**src/rtl/xmt_fifo_ser.sv**
```systemverilog
// -----------------------------------------------------------------------------
// xmt_fifo_ser
//
// Transmit side of the debug/back-channel serial port. Bytes written by the
// bus-facing register block are queued in a circular FIFO and shifted out on
// txd as 8N1 frames (start bit, 8 data bits LSB first, stop bit), each line
// bit lasting CLK_DIV clock cycles. Consecutive queued bytes are sent with no
// idle gap between the stop bit of one frame and the start bit of the next.
//
// Parameters
//   CLK_DIV     clock cycles per serial bit (>= 2)
//   DEPTH_LOG2  log2 of the FIFO depth
//
// Ports
//   clk      system clock, rising edge
//   rst      synchronous active-high reset
//   wr       write strobe, data_in is enqueued when rdy is high
//   data_in  byte to transmit
//   rdy      FIFO not full (a write this cycle is accepted)
//   level    bytes queued, not counting the byte on the line
//   busy     a frame is being transmitted
//   txd      registered serial output, idles high
// -----------------------------------------------------------------------------
module xmt_fifo_ser #(
    parameter int CLK_DIV    = 434,
    parameter int DEPTH_LOG2 = 4
) (
    input  logic                  clk,
    input  logic                  rst,
    input  logic                  wr,
    input  logic [7:0]            data_in,
    output logic                  rdy,
    output logic [DEPTH_LOG2:0]   level,
    output logic                  busy,
    output logic                  txd
);

    localparam int DEPTH = 1 << DEPTH_LOG2;
    localparam int CNT_W = $clog2(CLK_DIV);

    localparam logic [CNT_W-1:0]    DIV_LAST   = CNT_W'(CLK_DIV - 1);
    localparam logic [DEPTH_LOG2:0] COUNT_FULL = (DEPTH_LOG2 + 1)'(DEPTH);

    typedef enum logic [1:0] {
        S_IDLE,
        S_START,
        S_DATA,
        S_STOP
    } state_t;

    // FIFO storage and bookkeeping
    logic [7:0]            mem_q [DEPTH];
    logic [DEPTH_LOG2-1:0] wr_ptr_q, wr_ptr_d;
    logic [DEPTH_LOG2-1:0] rd_ptr_q, rd_ptr_d;
    logic [DEPTH_LOG2:0]   count_q,  count_d;

    // Serializer state
    state_t                state_q,   state_d;
    logic [CNT_W-1:0]      bit_cnt_q, bit_cnt_d;
    logic [2:0]            bit_idx_q, bit_idx_d;
    logic [7:0]            shift_q,   shift_d;
    logic                  txd_q,     txd_d;

    logic                  push;
    logic                  pop;
    logic [7:0]            head;

    assign rdy   = (count_q != COUNT_FULL);
    assign level = count_q;
    assign busy  = (state_q != S_IDLE);
    assign txd   = txd_q;

    assign push  = wr && rdy;
    assign head  = mem_q[rd_ptr_q];

    // Serializer next-state. txd_d is the value the line takes in the state
    // being entered, so the line changes on the same edge as the state.
    always_comb begin
        state_d   = state_q;
        bit_cnt_d = bit_cnt_q;
        bit_idx_d = bit_idx_q;
        shift_d   = shift_q;
        txd_d     = txd_q;
        pop       = 1'b0;

        case (state_q)
            S_IDLE: begin
                txd_d = 1'b1;
                if (count_q != '0) begin
                    pop       = 1'b1;
                    shift_d   = head;
                    bit_cnt_d = DIV_LAST;
                    state_d   = S_START;
                    txd_d     = 1'b0;
                end
            end

            S_START: begin
                if (bit_cnt_q == '0) begin
                    bit_cnt_d = DIV_LAST;
                    bit_idx_d = 3'd0;
                    state_d   = S_DATA;
                    txd_d     = shift_q[0];
                end else begin
                    bit_cnt_d = bit_cnt_q - 1'b1;
                end
            end

            S_DATA: begin
                if (bit_cnt_q == '0) begin
                    bit_cnt_d = DIV_LAST;
                    shift_d   = {1'b0, shift_q[7:1]};
                    if (bit_idx_q == 3'd7) begin
                        state_d = S_STOP;
                        txd_d   = 1'b1;
                    end else begin
                        bit_idx_d = bit_idx_q + 3'd1;
                        // next bit is what shift[0] becomes after the shift
                        txd_d     = shift_q[1];
                    end
                end else begin
                    bit_cnt_d = bit_cnt_q - 1'b1;
                end
            end

            S_STOP: begin
                if (bit_cnt_q == '0) begin
                    if (count_q != '0) begin
                        // chain straight into the next start bit
                        pop       = 1'b1;
                        shift_d   = head;
                        bit_cnt_d = DIV_LAST;
                        state_d   = S_START;
                        txd_d     = 1'b0;
                    end else begin
                        state_d = S_IDLE;
                        txd_d   = 1'b1;
                    end
                end else begin
                    bit_cnt_d = bit_cnt_q - 1'b1;
                end
            end

            default: begin
                state_d = S_IDLE;
                txd_d   = 1'b1;
            end
        endcase
    end

    // FIFO pointer/count next-state
    always_comb begin
        wr_ptr_d = wr_ptr_q;
        rd_ptr_d = rd_ptr_q;
        count_d  = count_q;

        if (push) begin
            wr_ptr_d = wr_ptr_q + 1'b1;
        end
        if (pop) begin
            rd_ptr_d = rd_ptr_q + 1'b1;
        end

        case ({push, pop})
            2'b10:   count_d = count_q + 1'b1;
            2'b01:   count_d = count_q - 1'b1;
            default: count_d = count_q;
        endcase
    end

    always_ff @(posedge clk) begin
        if (rst) begin
            state_q   <= S_IDLE;
            bit_cnt_q <= '0;
            bit_idx_q <= '0;
            shift_q   <= '0;
            txd_q     <= 1'b1;
            wr_ptr_q  <= '0;
            rd_ptr_q  <= '0;
            count_q   <= '0;
        end else begin
            state_q   <= state_d;
            bit_cnt_q <= bit_cnt_d;
            bit_idx_q <= bit_idx_d;
            shift_q   <= shift_d;
            txd_q     <= txd_d;
            wr_ptr_q  <= wr_ptr_d;
            rd_ptr_q  <= rd_ptr_d;
            count_q   <= count_d;
        end
    end

    // Storage has no reset; stale entries are never read because count
    // gates every pop.
    always_ff @(posedge clk) begin
        if (push) begin
            mem_q[wr_ptr_q] <= data_in;
        end
    end

endmodule

```
**config.mk**
```make
export PLATFORM = sky130hd
export DESIGN_NAME = xmt_fifo_ser
export DESIGN_NICKNAME = d
export VERILOG_FILES = /design/src/rtl/xmt_fifo_ser.sv
export SDC_FILE = /design/constraint.sdc
export NUM_CORES = 1
export LEC_CHECK = 0
export CAP_MARGIN = 20
export CORE_ASPECT_RATIO = 0.75
export CORE_UTILIZATION = 35
export CTS_CLUSTER_SIZE = 14
export DETAILED_ROUTE_END_ITERATION = 7
export PLACE_DENSITY = 0.59
export REMOVE_ABC_BUFFERS = 1
export SLEW_MARGIN = 10
export SYNTH_ARGS = -nofsm -noshare
export SYNTH_HDL_FRONTEND = slang
export SYNTH_SLANG_ARGS = --single-unit
export TNS_END_PERCENT = 30
```
**constraint.sdc**
```tcl
create_clock -name clk -period 9.2 [get_ports clk]
set_input_delay 0.92 -clock clk [delete_from_list [all_inputs] [get_ports clk]]
set_output_delay 0.92 -clock clk [all_outputs]
set_load 0.1 [all_outputs]
```
Word-level counts from Yosys, hierarchy flattened

Memories as Yosys holds them, arrays and structs flattened. A register that Yosys moved wholly into a read port is not among the register bits.
Index checks and enable logic that the tools add are counted.

Bits in registers: 36
RAM bits: 128
Input bits: 11
Output and inout bits: 8
Word-level logic and storage cells: 74
Memories: 1

$add $sub $neg: 6
Equality and inequality tests: 13
Muxes and demuxes: 33
Reduce and logical (&&, ||, !) cells: 13

Memories:

| name  | depth | bits a word | rd ports | clocked after Yosys merged registers in | write ports | line | source |
|---|---|---|---|---|---|---|---|
| mem_q | 16    | 8           | 1        | 1                                       | 1           | 52   | `logic [7:0] mem_q [DEPTH];` |

Operators by type and width:

| cell                                                                   | count |
|---|---|
| 9-bit 2-to-1 mux                                                       | 3 |
| 9-bit case mux with 3 select lines                                     | 1 |
| 8-bit 2-to-1 mux                                                       | 3 |
| 8-bit case mux with 3 select lines                                     | 1 |
| 2-bit inequality test (second input constant)                          | 6 |
| 1-bit 2-to-1 mux                                                       | 10 |
| 2-bit 2-to-1 mux                                                       | 5 |
| 5-bit case mux with 2 select lines                                     | 1 |
| 9-bit logical NOT                                                      | 1 |
| 3-bit 2-to-1 mux                                                       | 3 |
| 9-bit by 1-bit subtractor with 9-bit output (second input constant)    | 1 |
| 4-bit by 1-bit adder with 4-bit output (second input constant)         | 2 |
| 4-bit 2-to-1 mux                                                       | 2 |
| 2-bit case mux with 4 select lines                                     | 1 |
| 2-bit equality test (second input constant)                            | 3 |
| 3-bit case mux with 2 select lines                                     | 1 |
| 3-bit AND reduction                                                    | 2 |
| 2-bit nonzero test                                                     | 3 |
| 5-bit by 1-bit adder with 5-bit output (second input constant)         | 1 |
| 5-bit inequality test (second input constant)                          | 1 |
| 5-bit AND reduction                                                    | 1 |
| 5-bit nonzero test                                                     | 1 |
| 5-bit by 1-bit subtractor with 5-bit output (second input constant)    | 1 |
| 2-bit by 1-bit equality test with 1-bit output (second input constant) | 2 |
| other kinds (9)                                                        | 9 |

Depth between registers and ports, before layout

Depth in word-level cells: 6
Mapped depth: 14
Depth with buffers taken out: 13

Worst setup path before layout

No wires, ideal clock.

Path kind: register to register
From: register count_q[2] (netlist: level[2])
To: register count_q[4] (netlist: level[4])
Arrival time: 3422 ps
Required time: 9141 ps
Setup slack: 5719 ps
Stages on the path, launching flop included: 13
Period minus slack after synthesis: 3481 ps
Path through: dfxtp_1 > clkbuf_1 > nor4_2 > a21boi_1 > inv_1 > ha_1 > clkbuf_1 > xor2_1 > ha_1 > a31oi_1 > or4_1 > a22o_1 > nand2_1

Word-level cells in the longest chain between the ends: 6
Elaborated cells between the ends (all ways): 12
Classes of those cells: add/sub: 2; eq/ne: 3; mux: 4; reduce/logical: 3

RTL lines:

| what                                                                                         | line    | source |
|---|---|---|
| start, declared                                                                              | 55      | `logic [DEPTH_LOG2:0] count_q, count_d;` |
| start signal, assigned                                                                       | 189     | `count_q <= count_d;` |
| 5-bit nonzero test                                                                           | 89, 128 |  |
| 1-bit 2-to-1 mux                                                                             | 89, 128 |  |
| 1-bit 2-to-1 mux                                                                             | 127     | `if (bit_cnt_q == '0) begin` |
| 1-bit case mux with 2 select lines                                                           | 86      | `case (state_q)` |
| 2-bit by 1-bit equality test with 1-bit output / 2-bit equality test (equally long branches) | 164     | `case ({push, pop})` |
| 5-bit case mux with 2 select lines / 2-bit nonzero test (equally long branches)              | n/a     |  |

Several ways; a longest one is shown, not always the timed one.
A chain may end at the register's enable or synchronous reset.

Final worst setup path

From: input port wr
To: register count_q[4] (netlist: level[4])

Word-level cells in the longest chain between the ends: 3
Elaborated cells between the ends (all ways): 5
Classes of those cells: eq/ne: 2; mux: 1; reduce/logical: 2

RTL lines:

| what                                                                                         | line | source |
|---|---|---|
| start, declared                                                                              | 30   | `input logic wr,` |
| 1-bit logical AND *                                                                          | 73   | `assign push = wr && rdy;` |
| 2-bit by 1-bit equality test with 1-bit output / 2-bit equality test (equally long branches) | 164  |  |
| 5-bit case mux with 2 select lines / 2-bit nonzero test (equally long branches)              | n/a  |  |

Every way passes the cells marked *; elsewhere a longest branch is shown, timed or not.

==> out/metrics.cfg <==
[global_routing]
grt_max_degree = 35
antenna_found_initial = 0
grt_pass1_vias = 4167
grt_util_all_layers_pct = 14.66
grt_pass1_wl_mm = 23.47
gr-total-overflow = 0

[cells_and_area]
fin_cells = 781
area_delta_synth_final_pct = 13.63
fillers = 1860
antennaDiodeCount = 0
final_cell_area_um2 = 8250
utilization_pct = 40.70
layout-drive-gt1-share_pct = 16.06
nets = 538

[cts]
cts-htree-levels = 4
cts_setup_buffers = 0
cts_resized = 0
path_clk_slew_ns = 0.06
clkSinkCount = 168
root_buffer = clkbuf_16
cts-buffers-inserted = 17
clk_latency_ns = 0.43
cts_tree = built
post_cts_hold_buffer_count = 0
cts_buffer_depth = 2

[pwr]
netSwitchingPower_uw = 851.9
p_seq_share_pct = 39.7
power_density_nw_per_um2 = 292.0
p_int_uw = 1558
p_clk_share_pct = 28.4
swShare_pct = 35.36
vdd_drop_max_mv = 0.1280
comb_power_share_pct = 31.9
leakage_uw = 0.002679

[place]
place_area_um2 = 7675
port-buffer-count = 18
post-place-cells = 748
hpwl_mm = 9.540
gp_congestion = 0.7960

[timing]
fmax_mhz = 291.2
setup_viol_count_final = 0
tightest_slew_ns = 0.9934
skew_ns = 0.01033
finalHoldViolCount = 0
tns_ns = 0
slew_headroom_pct = 33.53
slew_viol_final = 0
period_needed_ns = 3.434
rsz0062_at_grt = false
fin_crit_sh_pct = 37.33
timing.hold.ws_ns = 0.4667

[synth]
syn_inst = 495
synthesis.area_um2 = 7261
postSynth.asyncResetShare_pct = 0
synthFlopType = edfxtp_1
synth_edf_count = 128
synth_commonest_cells = edfxtp_1 (128), nor2_1 (44), dfxtp_1 (40), mux4_2 (33), nand2_1 (28)
yosysMostFrequentCell = edfxtp_1
synth_area_per_cell_um2 = 14.67
ys_seq_area_share_pct = 63.97
yosysUniqueCellTypes = 63
synth_top_cell_area_share_pct = 52.94
synthTopCellsByArea = edfxtp_1 (53%), dfxtp_1 (11%), mux4_2 (10%)
ys_warn_count = 0
synth-seq-cells = 168
synth_area_leader_cell = edfxtp_1

[min_path]
holdPathStages = 2
min_path_type = reg -> reg

[routing]
routed_wl_mm = 14.73
drcViolationCount = 0
dr_wl_met2_mm = 6.629
vias_per_cell = 5.359
wl_met1_mm = 7.315
wl_met3_um = 646
vias = 4185
top_layer = met4
detail-route-antenna-nets = 0
wl_per_cell_um = 18.87
drtIter0Drc = 325
firstDrtPassIters = 5

[critical_path]
slowest_delay_ns = 0.62
setup.worst_path.class = in -> reg
crit_fanout = 9
crit_top_cell = ha_1
crit_path_start_kind = input port
crit_path_end_kind = flip-flop
path_depth = 11
crit_buf_inv = 2
crit_chain = clkdlybuf4s50_1 > a21boi_1 > inv_1 > ha_1 > xor2_1 > ha_1 > o21a_1 > o21ai_0 > a21oi_1 > o211ai_1 > nand2_1
critPathSlowestCell = a21boi_1
worst_ep_required_time_ns = 9.51
cpLargestDelayFamily = compound AO/OA/AOI/OAI gates
crit_arrival_ns = 3.75
rr_worst_depth = 12

[floorplan]
num_rows = 45
fp.dieW_um = 168.3
start_util_pct = 35.82
core-area_um2 = 20270
die_y_um = 126.7
die_area_um2 = 21330
top_level_ports = 19

[flow_run]
cap_violations = 0

[outcome]
outcome = completed

## routing by layer
layer / vias up / global-route usage, %
met5: - / 0
met4: 0 / 4.492
met3: 12 / 3.245
met2: 83 / 22.33
met1: 2130 / 20.91
li1: 1960 / -
## metrics by stage
stage               power [µW]  setup WS [ns]
floorplan                 1544          5.884
global placement          1718          5.463
detailed placement        1737          5.334
CTS                       2421          5.774
global route              2535          5.474
finish                    2410          5.766
## logic make-up (layout without fill, tap and decap cells)
kind of cell / Yosys count / in the layout / synth area share, %
xor gates and xnor gates: 9 / 9 / 1.086
AOI/OAI and AO/OA: 88 / 88 / 8.410
muxes: 46 / 46 / 12.06
DFF: 168 / 168 / 63.97
and+or+nand+nor: 125 / 125 / 8.996
adders and majority gates: 17 / 17 / 2.929
buffers and inverters: 42 / 70 / 2.550
## final timing paths
check,slack [ns],endpoint,from
worst max-delay path,5.77,level[4],wr
worst max register to register,5.93,level[4],bit_cnt_q[0]
worst min-delay path,0.47,bit_idx_q[2],bit_idx_q[2]
worst min register to register,0.47,bit_idx_q[2],bit_idx_q[2]
## flip-flops by register name, summed over array words and instances (netlist names), named ones only
register and cells:
bit_cnt_q 9, bit_idx_q 3, level 5, mem_q 128, rd_ptr_q 4, shift_q 8, state_q 2, txd 1
wr_ptr_q 4
## final cells by class
class                      count  area, µm²  area share, %
clock inverter                15      135.1          1.638
clock buffer                  17      425.4          5.156
multi-input combinational    285       2431          29.47
timing repair buffer          25      240.2          2.912
inverter                      13      48.80         0.5914
tap                          258      322.8          3.913
sequential                   168       4647          56.32
## power groups by stage
stage                     Combinational [µW]  Sequential (µW)  Clock, µW
after floorplan                          510             1030          0
after global placement                   750              968          0
after detailed placement                 765              972          0
after CTS                                768              956        698
after global routing                     842              967        727
final                                    769              955        685
## layout by cell type (no fill, tap or decap), types with 11 or more instances in the layout
| master | n |
|---|---|
| edfxtp_1 | 128 |
| nor2_1 | 44 |
| dfxtp_1 | 38 |
| mux4_2 | 33 |
| nand2_1 | 28 |
| a21oi_1 | 24 |
| clkdlybuf4s50_1 | 18 |
| ha_1 | 17 |
| clkbuf_16 | 17 |
| inv_1 | 13 |
| o21ai_0 | 12 |
| mux2i_1 | 11 |
## worst min-delay path, cell delays in order, from the launching register on
cell     delay (ns)
dfxtp_1        0.31
nand2_1        0.05
a21oi_1        0.05
No activity file was read; power rests on OpenSTA's default activity.
